$ cat src/rtl/vx_ifetch_tracker_pkg.sv
// Shared widths, tag layout and per-slot fetch metadata
// for the instruction-fetch tracker.
package vx_ifetch_tracker_pkg;

  localparam int NUM_WARPS   = 4;
  localparam int NUM_THREADS = 4;
  localparam int PENDING     = 2;

  localparam int NW_BITS =
    (NUM_WARPS > 1) ? $clog2(NUM_WARPS) : 1;
  localparam int PS_BITS =
    (PENDING > 1) ? $clog2(PENDING) : 1;
  localparam int TAG_W = NW_BITS + PS_BITS;

  typedef logic [NW_BITS-1:0] wid_t;
  typedef logic [PS_BITS-1:0] slot_t;
  typedef logic [TAG_W-1:0]   tag_t;

  typedef struct packed {
    logic [31:0]            pc;
    logic [NUM_THREADS-1:0] tmask;
  } meta_t;

  function automatic tag_t tag_pack(
    input slot_t s,
    input wid_t  w
  );
    return {s, w};
  endfunction

  function automatic wid_t tag_wid(input tag_t t);
    return t[NW_BITS-1:0];
  endfunction

  function automatic slot_t tag_slot(input tag_t t);
    return t[TAG_W-1:NW_BITS];
  endfunction

endpackage

$ cat src/rtl/vx_ifetch_slot_alloc.sv
// Lowest-free-slot priority encoder over one warp's
// in-flight bitmap.
module vx_ifetch_slot_alloc #(
  parameter int N  = 2,
  parameter int IW = 1
) (
  input  logic [N-1:0]  busy,
  output logic [IW-1:0] idx,
  output logic          any_free
);

  always_comb begin
    idx      = '0;
    any_free = 1'b0;
    for (int i = N - 1; i >= 0; i--) begin
      if (!busy[i]) begin
        idx      = IW'(i);
        any_free = 1'b1;
      end
    end
  end

endmodule

$ cat src/rtl/vx_ifetch_tracker.sv
// Tracks outstanding I$ fetches per warp, drops flushed
// responses and registers the fetch response.
module vx_ifetch_tracker
  import vx_ifetch_tracker_pkg::*;
(
  input  logic                   clk,
  input  logic                   reset,
  input  logic                   ifetch_req_valid,
  input  logic [NW_BITS-1:0]     ifetch_req_wid,
  input  logic [31:0]            ifetch_req_pc,
  input  logic [NUM_THREADS-1:0] ifetch_req_tmask,
  output logic                   ifetch_req_ready,
  input  logic                   flush_valid,
  input  logic [NW_BITS-1:0]     flush_wid,
  output logic                   icache_req_valid,
  output logic [29:0]            icache_req_addr,
  output logic [TAG_W-1:0]       icache_req_tag,
  input  logic                   icache_req_ready,
  input  logic                   icache_rsp_valid,
  input  logic [31:0]            icache_rsp_data,
  input  logic [TAG_W-1:0]       icache_rsp_tag,
  output logic                   icache_rsp_ready,
  output logic                   ifetch_rsp_valid,
  output logic [NW_BITS-1:0]     ifetch_rsp_wid,
  output logic [31:0]            ifetch_rsp_pc,
  output logic [NUM_THREADS-1:0] ifetch_rsp_tmask,
  output logic [31:0]            ifetch_rsp_instr,
  input  logic                   ifetch_rsp_ready,
  output logic [NUM_WARPS-1:0]   pending_mask
);

  logic [PENDING-1:0] sv_q [NUM_WARPS];
  logic [PENDING-1:0] st_q [NUM_WARPS];
  logic [PENDING-1:0] sv_d [NUM_WARPS];
  logic [PENDING-1:0] st_d [NUM_WARPS];

  meta_t meta_q [NUM_WARPS*PENDING];

  logic  out_valid;
  wid_t  out_wid;
  meta_t out_meta;
  logic [31:0] out_instr;

  slot_t alloc_idx;
  logic  any_free;
  logic  req_blk;
  logic  req_fire;

  wid_t  rsp_wid;
  slot_t rsp_slot;
  logic  rsp_live;
  logic  rsp_drop;
  logic  rsp_fire;
  logic  rsp_load;
  meta_t rsp_meta;

  logic  out_fire;
  logic  out_kill;

  logic [TAG_W-1:0] wr_idx;
  logic [TAG_W-1:0] rd_idx;

  logic unused_pc_lsb;

  vx_ifetch_slot_alloc #(
    .N  (PENDING),
    .IW (PS_BITS)
  ) u_alloc (
    .busy     (sv_q[ifetch_req_wid]),
    .idx      (alloc_idx),
    .any_free (any_free)
  );

  assign unused_pc_lsb = ^ifetch_req_pc[1:0];

  // request side never looks at icache_req_ready for valid
  assign req_blk = flush_valid
                 & (flush_wid == ifetch_req_wid);
  assign icache_req_valid = ifetch_req_valid
                          & any_free & ~req_blk;
  assign ifetch_req_ready = icache_req_ready
                          & any_free & ~req_blk;
  assign req_fire = icache_req_valid & icache_req_ready;
  assign icache_req_addr = ifetch_req_pc[31:2];
  assign icache_req_tag  = tag_pack(alloc_idx,
                                    ifetch_req_wid);

  assign rsp_wid  = tag_wid(icache_rsp_tag);
  assign rsp_slot = tag_slot(icache_rsp_tag);
  assign rsp_live = sv_q[rsp_wid][rsp_slot];
  assign rsp_drop = st_q[rsp_wid][rsp_slot]
                  | (flush_valid & (flush_wid == rsp_wid))
                  | ~rsp_live;

  assign out_fire = out_valid & ifetch_rsp_ready;
  assign out_kill = flush_valid & out_valid
                  & (out_wid == flush_wid);

  assign icache_rsp_ready = rsp_drop | ~out_valid
                          | ifetch_rsp_ready;
  assign rsp_fire = icache_rsp_valid & icache_rsp_ready;
  assign rsp_load = rsp_fire & ~rsp_drop;

  assign wr_idx = TAG_W'(ifetch_req_wid) * TAG_W'(PENDING)
                + TAG_W'(alloc_idx);
  assign rd_idx = TAG_W'(rsp_wid) * TAG_W'(PENDING)
                + TAG_W'(rsp_slot);
  assign rsp_meta = meta_q[rd_idx];

  always_comb begin
    sv_d = sv_q;
    st_d = st_q;
    for (int w = 0; w < NUM_WARPS; w++) begin
      for (int s = 0; s < PENDING; s++) begin
        logic fr;
        logic al;
        fr = rsp_fire
           & (rsp_wid == wid_t'(w))
           & (rsp_slot == slot_t'(s));
        al = req_fire
           & (ifetch_req_wid == wid_t'(w))
           & (alloc_idx == slot_t'(s));
        if (flush_valid && flush_wid == wid_t'(w)
            && sv_q[w][s] && !fr)
          st_d[w][s] = 1'b1;
        if (fr) begin
          sv_d[w][s] = 1'b0;
          st_d[w][s] = 1'b0;
        end
        if (al) begin
          sv_d[w][s] = 1'b1;
          st_d[w][s] = 1'b0;
        end
      end
    end
  end

  always_ff @(posedge clk or negedge reset) begin
    if (!reset) begin
      sv_q <= '{default: '0};
      st_q <= '{default: '0};
    end else begin
      sv_q <= sv_d;
      st_q <= st_d;
    end
  end

  always_ff @(posedge clk) begin
    if (req_fire)
      meta_q[wr_idx] <= '{pc:    ifetch_req_pc,
                          tmask: ifetch_req_tmask};
  end

  // a fresh load wins over drain and over flush
  always_ff @(posedge clk or negedge reset) begin
    if (!reset) begin
      out_valid <= 1'b0;
      out_wid   <= '0;
      out_meta  <= '0;
      out_instr <= '0;
    end else if (rsp_load) begin
      out_valid <= 1'b1;
      out_wid   <= rsp_wid;
      out_meta  <= rsp_meta;
      out_instr <= icache_rsp_data;
    end else if (out_fire || out_kill) begin
      out_valid <= 1'b0;
    end
  end

  assign ifetch_rsp_valid = out_valid;
  assign ifetch_rsp_wid   = out_wid;
  assign ifetch_rsp_pc    = out_meta.pc;
  assign ifetch_rsp_tmask = out_meta.tmask;
  assign ifetch_rsp_instr = out_instr;

  always_comb begin
    pending_mask = '0;
    for (int w = 0; w < NUM_WARPS; w++)
      pending_mask[w] = |sv_q[w];
  end

  a_rsp_live : assert property (
    @(posedge clk) disable iff (!reset)
    (icache_rsp_valid && icache_rsp_ready) |-> rsp_live
  );

endmodule
$ cat config.mk
export PLATFORM = sky130hd
export DESIGN_NAME = vx_ifetch_tracker
export DESIGN_NICKNAME = d
export VERILOG_FILES = /design/src/rtl/vx_ifetch_tracker_pkg.sv /design/src/rtl/vx_ifetch_slot_alloc.sv /design/src/rtl/vx_ifetch_tracker.sv
export SDC_FILE = /design/constraint.sdc
export NUM_CORES = 1
export LEC_CHECK = 0
export CELL_PAD_IN_SITES_DETAIL_PLACEMENT = 1
export CELL_PAD_IN_SITES_GLOBAL_PLACEMENT = 1
export CORE_MARGIN = 2
export CORE_UTILIZATION = 51
export CTS_CLUSTER_DIAMETER = 50
export DETAILED_ROUTE_END_ITERATION = 6
export PLACE_DENSITY = 0.89
export RECOVER_POWER = 25
export SETUP_SLACK_MARGIN = 0.3
export SLEW_MARGIN = 30
export SYNTH_ARGS = -nofsm -noshare
export SYNTH_HDL_FRONTEND = slang
export SYNTH_SLANG_ARGS = --single-unit
export TNS_END_PERCENT = 50
$ cat constraint.sdc
create_clock -name clk -period 6.21 [get_ports clk]
set_input_delay 0.621 -clock clk [delete_from_list [all_inputs] [get_ports clk]]
set_output_delay 0.621 -clock clk [all_outputs]
set_load 0.005 [all_outputs]
==> impl_metrics.py, run 1 <==
metrics = {
    "finish": {
        "drive_above_1_share": 0.245,
        "fin_nets": 989,
        "area_growth_pct": 22.0,
        "fill_cells": 2442,
    },
    "setup_path": {
        "cp_top_family": "buffers and inverters",
        "crit_arrival_ps": 3290,
        "crit_required_ps": 5590,
        "crit_path_frequent_cell": "buf_4",
        "crit_slowest_cell": "clkdlybuf4s50_1",
        "r2r_end": "meta_q[7][18]",
        "rr_worst_depth": 4,
        "rrSetupSlack_ps": 3720,
        "cp-startpoint": "icache_rsp_tag[1]",
        "start_kind": "input pin",
        "crit_path_end_kind": "output port",
        "crit_chain": "buf_4, buf_4, xnor2_1, and3_1, nor2_1, nand2_1, clkdlybuf4s50_1",
        "max_stage_delay_ps": 650,
        "timing.rr.start": "sv_q[5]",
        "endpoint": "icache_rsp_ready",
        "cp_num_cells": 7,
        "critPathBufInv": 3,
        "critical_path_class": "input pin to output port",
        "crit_fanout": 43,
    },
    "logic_synthesis": {
        "synth_area_leader_cell": "edfxtp_1",
        "netlist_top_cells_count": "288 x edfxtp_1, 87 x dfrtp_1, 74 x mux4_2, 63 x mux2_2, 43 x mux2_1",
        "synth_most_common_cell": "edfxtp_1",
        "synth-xor-area-share": 0.00354,
        "syn_inst": 731,
        "synthArstFlopShare": 0.232,
        "syn_area_um2": 14800,
        "synth_mux_area_frac": 0.193,
        "yosys_most_used_dff": "edfxtp_1",
        "synth-seq-cells": 375,
        "synth_edf_count": 288,
        "yosys.area_share.simple": 0.0234,
        "synth_cell_types": 39,
        "yosys.area.top_type_share": 0.583,
        "synth_fa_ha_area_frac": 0,
        "synth_top_family_by_area": "multiplexers",
        "synth_nets": 813,
        "seq_area_frac_synth": 0.730,
        "synth-warning-count": 0,
        "syn_avg_cell_area_um2": 20.3,
        "synth_compound_area_frac": 0.0172,
        "synth.top_cells.by_area": "edfxtp_1 58%, dfrtp_1 15%, mux4_2 11%, mux2_2 4.8%, mux2_1 3.3%",
    },
    "timing": {
        "whs_ps": 488,
        "maxSlewHeadroom": -0.442,
        "slew_viol_final": 36,
        "fin_setup_tns_ps": 0,
        "fin_skew_ps": 13.9,
        "rsz0062_at_grt": "no",
        "tightest_slew_ps": 2160,
        "setup_viol": 0,
        "period_share": 0.631,
        "max_freq_mhz": 255,
        "fin_crit_ps": 3920,
        "finalHoldViolCount": 0,
    },
    "clock_network": {
        "postCtsSetupRepairBufs": 0,
        "clock_sinks": 375,
        "htreeDepth": 2,
        "cts_resized": 0,
        "numCtsBuffers": 40,
        "cts_tree": "done",
        "clk_pin_slew_worst_paths_ps": 50,
        "cts_buffer_depth": 3,
        "clock_latency_ps": 520,
        "cts-hold-fix-buffers": 0,
        "cts_root_buf": "clkbuf_16",
    },
    "run_status": {
        "violations": "capacitance limit, slew limit",
        "status": "finished, violations left",
    },
    "route": {
        "viasPerCell": 5.79,
        "dr.first_iter.drc_count": 685,
        "dr.pass1.iters": 5,
        "drt_wl_total_um": 35200,
        "wl_per_cell_um": 26.6,
        "ant_nets": 0,
        "vias": 7660,
        "drcViolationCount": 0,
    },
    "global_routing": {
        "grt_pass1_vias": 8574,
        "grtUsageTotal": 0.240,
        "antenna_found_initial": 1,
        "grt_overflow_total": 0,
        "grt_pass1_wl_um": 54500,
        "grt_max_degree": 72,
    },
    "pwr": {
        "p_per_area_nw_per_um2": 364,
        "power.leakage_nw": 6.20,
        "ir_drop_v": 0.000183,
    },
    "die": {
        "num_rows": 62,
        "die_h_um": 175,
        "core_area_um2": 28700,
        "initial_core_util": 0.517,
        "fp.dieW_um": 175,
        "ios": 193,
        "dieArea_um2": 30500,
    },
    "worst_hold_path": {
        "hold_path.class": "flip-flop to flip-flop",
    },
    "place": {
        "port_buffers": 192,
        "gp_congestion": 0.793,
        "dp_hpwl_um": 20300,
    },
    "run": {
        "maxCapViolCount": 1,
    },
}
-- report_power, final --
group | total (mW) | switching (mW) | internal (mW)
combinational | 1.16 | 0.438 | 0.721
sequential | 3.21 | 0.199 | 3.01
clock | 2.23 | 0.961 | 1.27
total | 6.60 | 1.60 | 5.00
-- area by class of cell --
cell class              instances  area, µm²  share of cell area
diodes                          2       5.00            0.000276
clock buffers                  48       1050              0.0581
clock inverters                25        183              0.0101
inverters                       1       3.75            0.000207
multi-input cells             285       3560               0.197
flip-flops and latches        375      10800               0.598
well taps                     384        480              0.0265
repair buffers                204       2000               0.110
-- how the worst min path moves through the flow --
stage,from,slack [ps],to,depth (start not counted)
final,ifetch_rsp_instr[6],490,ifetch_rsp_instr[6],1
after global routing,ifetch_rsp_instr[28],510,ifetch_rsp_instr[28],1
after CTS,reset,80,ifetch_rsp_instr[10],1
after detailed placement,ifetch_rsp_instr[6],480,ifetch_rsp_instr[6],1
after global placement,ifetch_rsp_instr[18],470,ifetch_rsp_instr[18],1
after floorplan,reset,330,ifetch_rsp_instr[0],0
-- sequential cells by signal, indices dropped and copies added (netlist names) --
register and flops:
meta_q 288, ifetch_rsp_instr 32, ifetch_rsp_pc 32, st_q 8, sv_q 8, ifetch_rsp_tmask 4
ifetch_rsp_wid 2, ifetch_rsp_valid 1
-- cell families after synthesis --
kind of cell,Yosys count
DFF,375
muxes,180
buffers and inverters,71
and+or+nand+nor,65
AOI/OAI and AO/OA,34
xor gates and xnor gates,6
-- through the flow --
step,instance area [µm²],power [mW],worst slack [ps],util,std cells
3_5_place_dp,16900,4.41,2320,0.588,1249
3_3_place_gp,16900,4.33,2380,0.588,1249
6_report,18100,6.60,2290,0.631,1324
5_1_grt,18100,6.85,2130,0.631,1323
4_1_cts,18100,6.66,2290,0.631,1322
2_1_floorplan,14800,3.66,2820,-,731
-- layer usage --
layer | wire length, µm | share of wire | GRT usage | up-vias
li1 | - | - | - | 3245
met1 | 14100 | 0.40 | 0.320 | 4017
met2 | 17900 | 0.51 | 0.404 | 328
met3 | 2230 | 0.064 | 0.0433 | 70
met4 | 946 | 0.027 | 0.0771 | 0
met5 | 0 | 0 | 0 | -
-- cell usage in the layout, fill, tap and decap left out, types with 5 or more instances in the layout --
cell and instances:
clkinv_2 11, xnor2_1 6, mux2_1 43, a21oi_1 8, nor2_1 13, dlygate4sd3_1 24, clkbuf_16 41, nor2b_1 5
a32oi_1 5, edfxtp_1 288, dfrtp_1 87, nand2b_1 6, mux4_2 74, o21ai_0 5, mux2_2 63, clkbuf_1 8
buf_4 14, nand2_1 14, clkdlybuf4s50_1 164
No activity file was read; power rests on OpenSTA's default activity.
==> run 2: changes to the inputs <==
- CORE_UTILIZATION: 51 -> 43
- PLACE_DENSITY: 0.89 -> 0.81
- clock period: 6.21 -> 3.3 ns (I/O delays scaled with it)
==> run 2 against run 1 <==
Against the previous run:
- the flow now finishes without violations
- routed wire length fell by 4.1%
- utilization fell by 8.9 points
- hold slack got worse by 170 ps
- power rose by 95%
- final cell count rose by 6.6%
- via count rose by 0.39%
- largest cell class unchanged
- clock skew rose by 2.1 ps
- non-clock buffer count rose by 15
==> impl_metrics.py, run 2 (same netlist as run 1, synthesis figures left out) <==
metrics = {
    "worst_hold_path": {
        "hp-start": "icache_rsp_tag[0]",
        "holdPathEnd": "st_q[2]",
        "min_path_cells": 3,
        "hold_path.class": "input pin to flip-flop",
    },
    "clock_network": {
        "cts_buffer_depth": 3,
        "clock_latency_ps": 530,
        "clock_sinks": 375,
        "postCtsSetupRepairBufs": 0,
        "htreeDepth": 2,
        "cts_tree": "done",
        "clk_pin_slew_worst_paths_ps": 60,
        "numCtsBuffers": 42,
        "cts_root_buf": "clkbuf_16",
    },
    "global_routing": {
        "grtUsageTotal": 0.191,
        "grt_max_degree": 78,
        "grt_overflow_total": 0,
        "grt_pass1_wl_um": 51900,
        "antenna_found_initial": 1,
        "grt_pass1_vias": 8517,
    },
    "setup_path": {
        "cp_top_family": "buffers and inverters",
        "crit_fanout": 12,
        "crit_slowest_cell": "clkdlybuf4s50_1",
        "crit_path_frequent_cell": "clkdlybuf4s50_1",
        "critPathBufInv": 2,
        "crit_arrival_ps": 2390,
        "rr_worst_depth": 6,
        "r2r_end": "ifetch_rsp_instr[14]",
        "rrSetupSlack_ps": 1010,
        "max_stage_delay_ps": 790,
        "crit_chain": "clkdlybuf4s50_1, mux4_2, and2b_1, clkdlybuf4s50_1",
        "crit_path_end_kind": "output port",
        "crit_required_ps": 2970,
        "critical_path_class": "input pin to output port",
        "start_kind": "input pin",
        "timing.rr.start": "sv_q[6]",
    },
    "finish": {
        "area_growth_pct": 25.3,
        "final_cell_mix": "288 x edfxtp_1, 159 x clkdlybuf4s50_1, 87 x dfrtp_1, 74 x mux4_2, 63 x mux2_2",
        "fin_nets": 1006,
        "multi_input_area_um2": 3550,
        "fill_cells": 3056,
        "mostFrequentLayoutCell": "edfxtp_1",
        "fin_util": 0.542,
        "diodes": 0,
        "largest_reg_flops": 288,
        "regArea_um2": 10800,
        "drive_above_1_share": 0.259,
        "regMostFlops": "meta_q",
    },
    "route": {
        "drcViolationCount": 0,
        "wl_per_cell_um": 23.9,
        "dr.first_iter.drc_count": 470,
        "viasPerCell": 5.45,
        "ant_nets": 0,
        "drt_wl_total_um": 33700,
        "dr.pass1.iters": 4,
        "vias": 7690,
    },
    "die": {
        "fp.dieW_um": 190,
        "ios": 193,
        "dieArea_um2": 36000,
        "initial_core_util": 0.433,
        "core_area_um2": 34300,
        "die_h_um": 190,
        "num_rows": 68,
    },
    "pwr": {
        "power.leakage_nw": 6.40,
        "ir_drop_v": 0.000375,
        "p_per_area_nw_per_um2": 692,
    },
    "timing": {
        "rsz0062_at_grt": "no",
        "maxSlewHeadroom": 0.499,
        "finalHoldViolCount": 0,
        "tightest_slew_ps": 751,
        "slew_viol_final": 0,
        "fin_crit_ps": 2720,
        "period_share": 0.825,
        "fin_skew_ps": 16.0,
        "fin_setup_tns_ps": 0,
        "max_freq_mhz": 367,
        "setup_viol": 0,
    },
    "place": {
        "dp_hpwl_um": 21400,
        "gp_congestion": 0.821,
        "port_buffers": 192,
    },
    "run": {
        "maxCapViolCount": 0,
    },
    "run_status": {
        "status": "finished clean",
    },
}
run 2: cell types whose count changed in the layout (fill, tap and decap cells not counted), moves of 4 or more:
| cell | before | now |
|---|---|---|
| buf_12 | 0 | 9 |
| buf_4 | 14 | 18 |
| bufinv_16 | 1 | 5 |
| clkdlybuf4s50_1 | 164 | 159 |
| clkinv_2 | 11 | 6 |
| dlygate4sd3_1 | 24 | 29 |
run 2: layout make-up:
| type | count | area share |
|---|---|---|
| tap | 455 | 0.0306 |
| multi-input combinational | 285 | 0.191 |
| timing repair buffer | 219 | 0.120 |
| sequential | 375 | 0.582 |
| inverter | 1 | 0.000202 |
| clock buffer | 54 | 0.0612 |
| clock inverter | 22 | 0.0144 |
run 2: worst register-to-register path, delay by kind of cell, from the launching register on:
family                 cells  cell delay [ps]
buffers and inverters      1              260
AND/OR/NAND/NOR            2              470
multiplexers               1              370
AO/OA/AOI/OAI              2              590
flip-flops                 1              470
run 2: per-stage QoR:
| stage | instances | setup WS [ps] | instance area [µm²] | hold WS (ps) | power [mW] |
|---|---|---|---|---|---|
| after floorplan | 731 | 221 | 14800 | 34.4 | 6.89 |
| after global placement | 1334 | 406 | 17200 | 473 | 8.20 |
| after detailed placement | 1334 | 285 | 17200 | 430 | 8.30 |
| after CTS | 1411 | 401 | 18600 | 303 | 13.0 |
| after global routing | 1411 | 459 | 18600 | 356 | 13.4 |
| final | 1411 | 577 | 18600 | 318 | 12.9 |
run 2: how the worst max path moves through the flow:
stage	depth (start not counted)	slack [ps]	start	endpoint
after floorplan	5	220	ifetch_req_wid[0]	meta_q[6][0]
after global placement	5	410	ifetch_req_wid[0]	meta_q[5][22]
after detailed placement	7	290	ifetch_req_wid[0]	sv_q[3]
after CTS	5	400	ifetch_req_wid[0]	icache_req_valid
after global routing	4	460	sv_q[4]	icache_req_valid
final	4	580	ifetch_req_wid[1]	icache_req_tag[2]
run 2: timing repair:
action	CTS	global route
hold endpoints to repair	76	0
setup endpoints to repair	0	3
hold buffers	1	0
resized for setup	0	1
run 2: power breakdown:
group          switching [mW]  internal (mW)
Sequential              0.345           5.66
Clock                    1.84           2.85
Combinational           0.789           1.38
Total                    2.98           9.89
run 2: per-layer routing:
metal,routed length (µm),track usage,up-vias
met2,16900,0.328,263
met1,14200,0.249,4082
li1,-,-,3289
met4,726,0.0540,0
met3,1830,0.0380,56
met5,0,0,-
==> run 3: changes to the inputs <==
- CORE_UTILIZATION: 43 -> 48
- PLACE_DENSITY: 0.81 -> 0.85
- clock period: 3.3 -> 2.8 ns (I/O delays scaled with it)
==> run 3 against run 2 <==
Against the previous run:
- utilization increased by 6.9 points
- via count up 3.2%
- critical path depth decreased by 1
- clock power is 12% higher
- die area is 10% lower
- sequential share of layout area fell by 0.15 points
- routed wire length up 11%
- sequential power is 18% higher
- first-iteration DRC count is 34% higher
- critical path type is now flip-flop to output port
- setup slack worse by 320 ps
==> impl_metrics.py, run 3 (same netlist as run 1, synthesis figures left out) <==
metrics = {
    "timing": {
        "max_freq_mhz": 394,
        "rsz0062_at_grt": "yes",
        "period_share": 0.907,
        "fin_setup_tns_ps": 0,
        "fin_skew_ps": 23.3,
        "fin_crit_ps": 2540,
        "tightest_slew_ps": 721,
        "maxSlewHeadroom": 0.519,
        "slew_viol_final": 0,
        "setup_viol": 0,
        "whs_ps": 302,
        "finalHoldViolCount": 0,
    },
    "finish": {
        "drive_above_1_share": 0.283,
        "mostFrequentLayoutCell": "edfxtp_1",
        "final_cell_mix": "288 x edfxtp_1, 155 x clkdlybuf4s50_1, 81 x dfrtp_1, 74 x mux4_2, 63 x mux2_2",
        "regMostFlops": "meta_q",
        "area_growth_pct": 25.7,
        "fin_nets": 1021,
        "largest_reg_flops": 288,
        "diodes": 0,
    },
    "setup_path": {
        "max_stage_delay_ps": 520,
        "crit_arrival_ps": 2260,
        "crit_required_ps": 2520,
        "crit_path_end_kind": "output port",
        "crit_fanout": 5,
        "crit_slowest_cell": "clkdlybuf4s50_1",
        "crit_chain": "mux4_2, and2b_2, clkdlybuf4s50_1",
        "start_kind": "flip-flop",
        "rr_worst_depth": 6,
        "critical_path_class": "flip-flop to output port",
        "critPathBufInv": 1,
        "cp_num_cells": 3,
        "cp_top_family": "buffers and inverters",
    },
    "die": {
        "initial_core_util": 0.486,
        "dieArea_um2": 32300,
        "fp.dieW_um": 180,
        "core_area_um2": 30500,
        "ios": 193,
        "num_rows": 64,
        "die_h_um": 180,
    },
    "route": {
        "dr.first_iter.drc_count": 629,
        "vias": 7939,
        "dr.pass1.iters": 5,
        "drcViolationCount": 0,
        "viasPerCell": 5.82,
        "ant_nets": 0,
        "drt_wl_total_um": 37400,
        "wl_per_cell_um": 27.4,
    },
    "clock_network": {
        "cts_buffer_depth": 3,
        "clk_pin_slew_worst_paths_ps": 60,
        "clock_sinks": 375,
        "cts_tree": "done",
        "clock_latency_ps": 530,
        "cts_root_buf": "clkbuf_16",
        "numCtsBuffers": 40,
        "htreeDepth": 2,
    },
    "global_routing": {
        "grt_pass1_vias": 8898,
        "grtUsageTotal": 0.237,
        "grt_pass1_wl_um": 58000,
        "antenna_found_initial": 0,
        "grt_max_degree": 46,
        "grt_overflow_total": 0,
    },
    "run": {
        "maxCapViolCount": 0,
    },
    "pwr": {
        "ir_drop_v": 0.000432,
        "power.leakage_nw": 6.47,
        "p_per_area_nw_per_um2": 812,
    },
    "worst_hold_path": {
        "min_path_cells": 3,
        "hold_path.class": "input pin to flip-flop",
    },
    "place": {
        "port_buffers": 192,
        "dp_hpwl_um": 22000,
        "gp_congestion": 0.737,
    },
    "run_status": {
        "status": "finished clean",
    },
}
run 3: cell count changes in the layout (fill, tap and decap cells not counted), moves of 2 or more:
cell / delta
clkdlybuf4s50_1: -4
clkinv_2: +3
dlygate4sd2_1: +3
buf_12: +8
dfrtp_2: +6
inv_8: -2
buf_4: +11
clkbuf_16: -3
buf_6: -2
dfrtp_1: -6
clkbuf_1: -4
run 3: repair_timing:
item                                    4_1_cts  5_1_grt
pin swaps                                     2        2
gates resized for setup                      12        1
endpoints found under the setup margin        4        3
hold endpoints to repair                     43        0
setup buffers                                10        0
hold buffers                                  1        0
run 3: worst register-to-register path, stage by stage, from the launching register on:
cell and delay, ps:
dfrtp_2 420, mux4_2 480, and2b_2 310, and4b_2 320, buf_12 250, nor2_1 110
a21oi_1 220
run 3: routing by layer:
layer	vias to the layer above	GRT usage	share of wire
met1	4180	0.319	0.41
met5	-	0	0
met4	0	0.0741	0.027
met2	371	0.397	0.50
li1	3305	-	-
met3	83	0.0403	0.060
run 3: final cells by class:
type	count	area, µm²
clock inverter	25	263
multi-input combinational	285	3560
tap	396	495
clock buffer	47	1050
inverter	1	3.75
fill	2587	11900
timing repair buffer	236	2450
sequential	375	10800
run 3: path summary, 6_finish.rpt:
check	start	end	slack [ps]
worst max-delay path	sv_q[1]	icache_req_tag[2]	260
max in group asynchronous	reset	ifetch_rsp_pc[15]	1710
worst max register to register	sv_q[1]	sv_q[3]	590
worst min register to register	ifetch_rsp_instr[3]	ifetch_rsp_instr[3]	490
worst min-delay path	icache_rsp_tag[1]	sv_q[6]	300
min in group asynchronous	reset	ifetch_rsp_tmask[2]	360
run 3: report_power, final:
part | leakage, nW | switching (mW) | internal [mW]
clock network | 0.637 | 2.18 | 3.07
registers | 3.62 | 0.390 | 6.68
logic | 2.22 | 1.11 | 1.71
run 3: through the flow:
stage                     setup slack (ps)  total power [mW]  cells   util  area (µm²)
after detailed placement              57.3              9.86   1282  0.565       17200
after CTS                              240              15.3   1365  0.611       18700
after global routing                   218              15.7   1365  0.611       18700
final                                  261              15.1   1365  0.611       18700
after floorplan                        266              8.12    731      -       14800
after global placement                 169              9.66   1282  0.565       17200
